**src/rtl/dec_nx_bist.sv**
```systemverilog
// dec_nx_bist
// Registered one-hot decoder with a built-in self-test sweep.
//
// Normal operation (IDLE) decodes sel into a one-hot d when en is high.
// After a bist_start pulse, every code from 0 to 2**N-1 is swept through
// the same decode core and output register. Each registered result is
// compared against the expected one-hot value. The first failing code is
// latched, and later failures do not replace it.
//
// Optional feature macro: DEC_FAULT_INJ_EN. When it is defined, a
// fault_mask port is added. The mask is XORed onto the core output ahead
// of the d register in every mode, so test code can plant decode faults.
//
// Ports
//   clk             rising-edge clock
//   rst             synchronous, active-high reset
//   en              functional decode enable (IDLE only)
//   sel   [N-1:0]   functional select code (IDLE only)
//   fault_mask      [2**N-1:0] XOR mask on core output (DEC_FAULT_INJ_EN only)
//   d     [2**N-1:0] registered one-hot output
//   bist_start      self-test request, one cycle, honoured in IDLE only
//   bist_busy       high in SWEEP and DRAIN (2**N+1 cycles)
//   bist_done       one-cycle pulse in DONE
//   bist_pass       result of last self-test, held until next start
//   bist_fail_code  first failing code of last self-test, else 0
//   dbg_state [1:0] current FSM state (IDLE=0, SWEEP=1, DRAIN=2, DONE=3)
//
// Handshake: bist_start is a single-cycle request and needs no ready. It is
// accepted only in IDLE and ignored in every other state. Completion is
// signalled by the single-cycle bist_done pulse. bist_pass and
// bist_fail_code are valid from that pulse until the next accepted start.
module dec_nx_bist #(
    parameter int N = 4
) (
    input  logic                clk,
    input  logic                rst,
    input  logic                en,
    input  logic [N-1:0]        sel,
`ifdef DEC_FAULT_INJ_EN
    input  logic [(2**N)-1:0]   fault_mask,
`endif
    output logic [(2**N)-1:0]   d,
    input  logic                bist_start,
    output logic                bist_busy,
    output logic                bist_done,
    output logic                bist_pass,
    output logic [N-1:0]        bist_fail_code,
    output logic [1:0]          dbg_state
);

    localparam int W = 2**N;

    typedef enum logic [1:0] {
        IDLE  = 2'd0,
        SWEEP = 2'd1,
        DRAIN = 2'd2,
        DONE  = 2'd3
    } state_t;

    state_t         state_q, state_d;
    logic [N-1:0]   cnt_q, cnt_d;
    logic [W-1:0]   d_q, d_d;
    logic           pass_q, pass_d;
    logic [N-1:0]   code_q, code_d;
    logic           fail_seen_q, fail_seen_d;
    // Checker pipeline: the code that was driven into the core last cycle
    // and whether the value now sitting in d_q belongs to the sweep.
    logic           chk_valid_q, chk_valid_d;
    logic [N-1:0]   exp_code_q, exp_code_d;

    logic           core_en;
    logic [N-1:0]   core_sel;
    logic [W-1:0]   core_out;

    always_comb begin
        state_d     = state_q;
        cnt_d       = cnt_q;
        pass_d      = pass_q;
        code_d      = code_q;
        fail_seen_d = fail_seen_q;
        chk_valid_d = (state_q == SWEEP);
        exp_code_d  = cnt_q;
        core_en     = 1'b0;
        core_sel    = sel;

        case (state_q)
            IDLE: begin
                core_en  = en;
                core_sel = sel;
                if (bist_start) begin
                    // The self-test takes priority over en. Code 0 is driven
                    // right away, so d shows code 0 on the next edge.
                    state_d     = SWEEP;
                    cnt_d       = '0;
                    core_en     = 1'b1;
                    core_sel    = '0;
                    pass_d      = 1'b1;
                    code_d      = '0;
                    fail_seen_d = 1'b0;
                end
            end
            SWEEP: begin
                core_en  = 1'b1;
                core_sel = cnt_q;
                if (cnt_q == N'(W - 1)) begin
                    state_d = DRAIN;
                end else begin
                    cnt_d = cnt_q + N'(1);
                end
            end
            DRAIN: begin
                state_d = DONE;
            end
            DONE: begin
                state_d = IDLE;
            end
            default: begin
                state_d = IDLE;
            end
        endcase

        // The first mismatch is sticky. Later ones leave the result alone.
        if (chk_valid_q && !fail_seen_q && (d_q != (W'(1) << exp_code_q))) begin
            pass_d      = 1'b0;
            code_d      = exp_code_q;
            fail_seen_d = 1'b1;
        end

        core_out = core_en ? (W'(1) << core_sel) : '0;
`ifdef DEC_FAULT_INJ_EN
        d_d = core_out ^ fault_mask;
`else
        d_d = core_out;
`endif
    end

    always_ff @(posedge clk) begin
        if (rst) begin
            state_q     <= IDLE;
            cnt_q       <= '0;
            d_q         <= '0;
            pass_q      <= 1'b0;
            code_q      <= '0;
            fail_seen_q <= 1'b0;
            chk_valid_q <= 1'b0;
            exp_code_q  <= '0;
        end else begin
            state_q     <= state_d;
            cnt_q       <= cnt_d;
            d_q         <= d_d;
            pass_q      <= pass_d;
            code_q      <= code_d;
            fail_seen_q <= fail_seen_d;
            chk_valid_q <= chk_valid_d;
            exp_code_q  <= exp_code_d;
        end
    end

    assign d              = d_q;
    assign bist_busy      = (state_q == SWEEP) || (state_q == DRAIN);
    assign bist_done      = (state_q == DONE);
    assign bist_pass      = pass_q;
    assign bist_fail_code = code_q;
    assign dbg_state      = state_q;

endmodule

```
**config.mk**
```make
export PLATFORM = sky130hd
export DESIGN_NAME = dec_nx_bist
export DESIGN_NICKNAME = d
export VERILOG_FILES = /design/src/rtl/dec_nx_bist.sv
export SDC_FILE = /design/constraint.sdc
export NUM_CORES = 1
export LEC_CHECK = 0
export CORE_MARGIN = 2
export CORE_UTILIZATION = 40
export CTS_BUF_LIST = sky130_fd_sc_hd__clkbuf_8
export DETAILED_ROUTE_END_ITERATION = 12
export PLACE_DENSITY_LB_ADDON = 0.15
export SYNTH_ARGS = -nofsm -noshare
export SYNTH_HDL_FRONTEND = slang
export SYNTH_SLANG_ARGS = --single-unit
```
**constraint.sdc**
```tcl
create_clock -name clk -period 2.5 [get_ports clk]
set_clock_uncertainty 0.1 [all_clocks]
set_input_delay 0.75 -clock clk [delete_from_list [all_inputs] [get_ports clk]]
set_output_delay 0.75 -clock clk [all_outputs]
set_load 0.01 [all_outputs]
```
==> results.sh <==
export IMPL_syn_area_mm2=0.00160
export IMPL_portBuffers=32
export IMPL_cp_cell_sequence="inv_1, ha_1, clkdlybuf4s50_1"
export IMPL_clk_latency_ns=0.28
export IMPL_cp_depth=3
export IMPL_hold_violations=0
export IMPL_cts_buffers=5
export IMPL_tightest_slew_ns=0.435
export IMPL_initial_core_util_pct=42.8
export IMPL_firstDrtPassIters=5
export IMPL_cts_sinks=33
export IMPL_grt_pass1_vias=1382
export IMPL_mostFrequentLayoutCells="clkdlybuf4s50_1 (32), dfxtp_1 (31), nor2_1 (30), nand2_1 (17), buf_4 (11)"
export IMPL_synth_distinct_cells=41
export IMPL_avgSynthCellArea_um2=8.56
export IMPL_globalRouteOverflowTotal=0
export IMPL_via_count=1496
export IMPL_viasPerCell=5.36
export IMPL_reg2reg_slack_ns=0.15
export IMPL_critPathArrivalTime_ns=1.56
export IMPL_slew_viol_final=0
export IMPL_drive_above_1_share_pct=8.23
export IMPL_final_nets=243
export IMPL_finalCritPeriodShare_pct=96.3
export IMPL_crit_fanout=5
export IMPL_end_kind="primary output"
export IMPL_start_kind="flop"
export IMPL_hold_path_class="reg2reg"
export IMPL_fin_ws_ns=0.0924
export IMPL_preCtsSetupSlack_ns=0.0829
export IMPL_grt_max_degree=16
export IMPL_area_growth_pct=32.0
export IMPL_timing_fmax_mhz=415
export IMPL_cts_tree="done"
export IMPL_postSynthCellCount=187
export IMPL_synth_edff_count=0
export IMPL_gp_congestion=0.855
export IMPL_rsz0062_at_grt="no"
export IMPL_endpoint="bist_busy"
export IMPL_drt_initial_drc_count=65
export IMPL_root_buffer="clkbuf_8"
export IMPL_drc_errors=0
export IMPL_synth_top_area_cell="dfxtp_1"
export IMPL_grt_pass1_wl_mm=6.30
export IMPL_cp_startpoint="dbg_state[0]"
export IMPL_ys_top_cells_by_area="dfxtp_1 (41%), nor2_1 (7.0%), nand2_1 (4.0%)"
export IMPL_worstSetupPathType="reg2out"
export IMPL_die_w_um=67.3
export IMPL_status="complete, no violations"
export IMPL_power_density_mw_per_mm2=856
export IMPL_synthFlopType="dfxtp_1"
export IMPL_num_rows=22
export IMPL_reg2reg_from="exp_code_q[2]"
export IMPL_die_h_um=67.3
export IMPL_synth_nets=200
export IMPL_max_slew_margin_rel_pct=71.0
export IMPL_nFillCells=338
export IMPL_track_usage_pct=18.6
export IMPL_setup_tns_ns=0
export IMPL_rr_worst_depth=7
export IMPL_r2r_end="bist_fail_code[0]"
export IMPL_final_antenna_net_count=0
export IMPL_diodes=0
export IMPL_yosys_register_bits=33
export IMPL_antenna_found_initial=0
export IMPL_layout_commonest_cell="clkdlybuf4s50_1"
export IMPL_synth_top_area_share_pct=41.3
export IMPL_clockBufferDepth=2
export IMPL_finalSetupViolCount=0
export IMPL_synth_seq_area_share_pct=41.3
export IMPL_place_hpwl_mm=2.94
export IMPL_core_area_mm2=0.00374
export IMPL_cpLargestDelayFamily="buffers and inverters"
export IMPL_max_cap_viol_count=0
export IMPL_critPathMaxStageDelay_ns=0.54
export IMPL_die_area_mm2=0.00453
export IMPL_async_flop_share_pct=0
export IMPL_cp_slowest_cell="clkdlybuf4s50_1"
export IMPL_io_pins=33
export IMPL_irDropWorstVdd_uv=498
export IMPL_h_tree_depth=2
export IMPL_worstPathRequired_ns=1.65
export IMPL_p_leak_nw=0.806
export IMPL_synth_warnings=0
export IMPL_wl_per_cell_um=13.7
export IMPL_ctsHoldBuffers=0
export IMPL_clk_pin_slew_ns=0.06
export IMPL_post_route_min_period_ns=2.41
export IMPL_cp_num_buf_inv=2
export IMPL_wl_mm=3.82
[cells by family after synthesis]
kind of cell / share of synthesized area, %
XOR/XNOR: 2.19
multiplexers: 2.50
AO/OA/AOI/OAI: 18.6
AND/OR/NAND/NOR: 28.0
flip-flops: 41.2
buffers and inverters: 3.52
adder cells (fa/ha/maj): 3.91
[area by class of cell]
class,instances,area [µm²],area share [%]
tap,48,60.1,2.84
multi-input combinational,141,885,41.9
sequential,33,663,31.4
clock inverter,3,11.3,0.533
inverter,6,22.5,1.07
clock buffer,5,68.8,3.26
timing repair buffer,43,403,19.1
[Yosys cell counts (all sizes together) (4+ instances only)]
cell / instances
a21oi: 8
a22oi: 4
clkbuf: 6
dfxtp: 33
ha: 5
inv: 6
mux2i: 4
nand2: 17
nand2b: 10
nor2: 30
nor2b: 8
o21ai: 5
[how the worst min path moves through the flow]
| stage | slack [ns] | from | cells after the start | end |
|---|---|---|---|---|
| after detailed placement | 0.35 | fail_seen_q | 2 | fail_seen_q |
| after global routing | 0.40 | bist_fail_code[1] | 2 | bist_fail_code[1] |
| final | 0.36 | fail_seen_q | 2 | fail_seen_q |
| after floorplan | 0.34 | fail_seen_q | 2 | fail_seen_q |
| after global placement | 0.35 | fail_seen_q | 2 | fail_seen_q |
| after CTS | 0.36 | fail_seen_q | 2 | fail_seen_q |
[state kept, by name, summed over array words and instances, names as in the netlist]
signal and count:
cnt_q 4, chk_valid_q 1, bist_pass 1, fail_seen_q 1, bist_fail_code 4, dbg_state 2
exp_code_q 4, d 16
[per-layer routing]
layer	vias to the layer above	routed length (µm)	global-route usage, %
met5	-	0	0
met4	0	38	7.65
met3	5	194	4.17
met2	41	1910	31.9
met1	703	1670	22.5
li1	747	-	-
[metrics by stage]
step	total power [mW]	instances	util [%]	instance area [µm²]	hold slack, ns
global route	1.94	279	56.5	2110	0.398
global placement	1.42	271	54.2	2030	0.346
detailed placement	1.45	271	54.2	2030	0.351
finish	1.81	279	56.5	2110	0.356
CTS	1.82	279	56.4	2110	0.359
floorplan	1.14	187	-	1600	0.337
[where the power goes]
group	total [mW]	internal, mW	switching, mW
combinational	0.784	0.369	0.415
sequential	0.664	0.595	0.0690
clock	0.361	0.185	0.176
total	1.81	1.15	0.660
[worst min-delay path, delay by kind of cell (launching register included)]
| kind | cells | cell delay (ns) |
|---|---|---|
| DFF | 1 | 0.31 |
| AOI/OAI and AO/OA | 1 | 0.05 |
| and+or+nand+nor | 1 | 0.05 |
[timing repair]
item,CTS,global route
buffers inserted,0,0
hold endpoints to repair,0,0
gates resized for setup,0,2
setup endpoints to repair,0,1
Power figures use the tool's default switching activity.
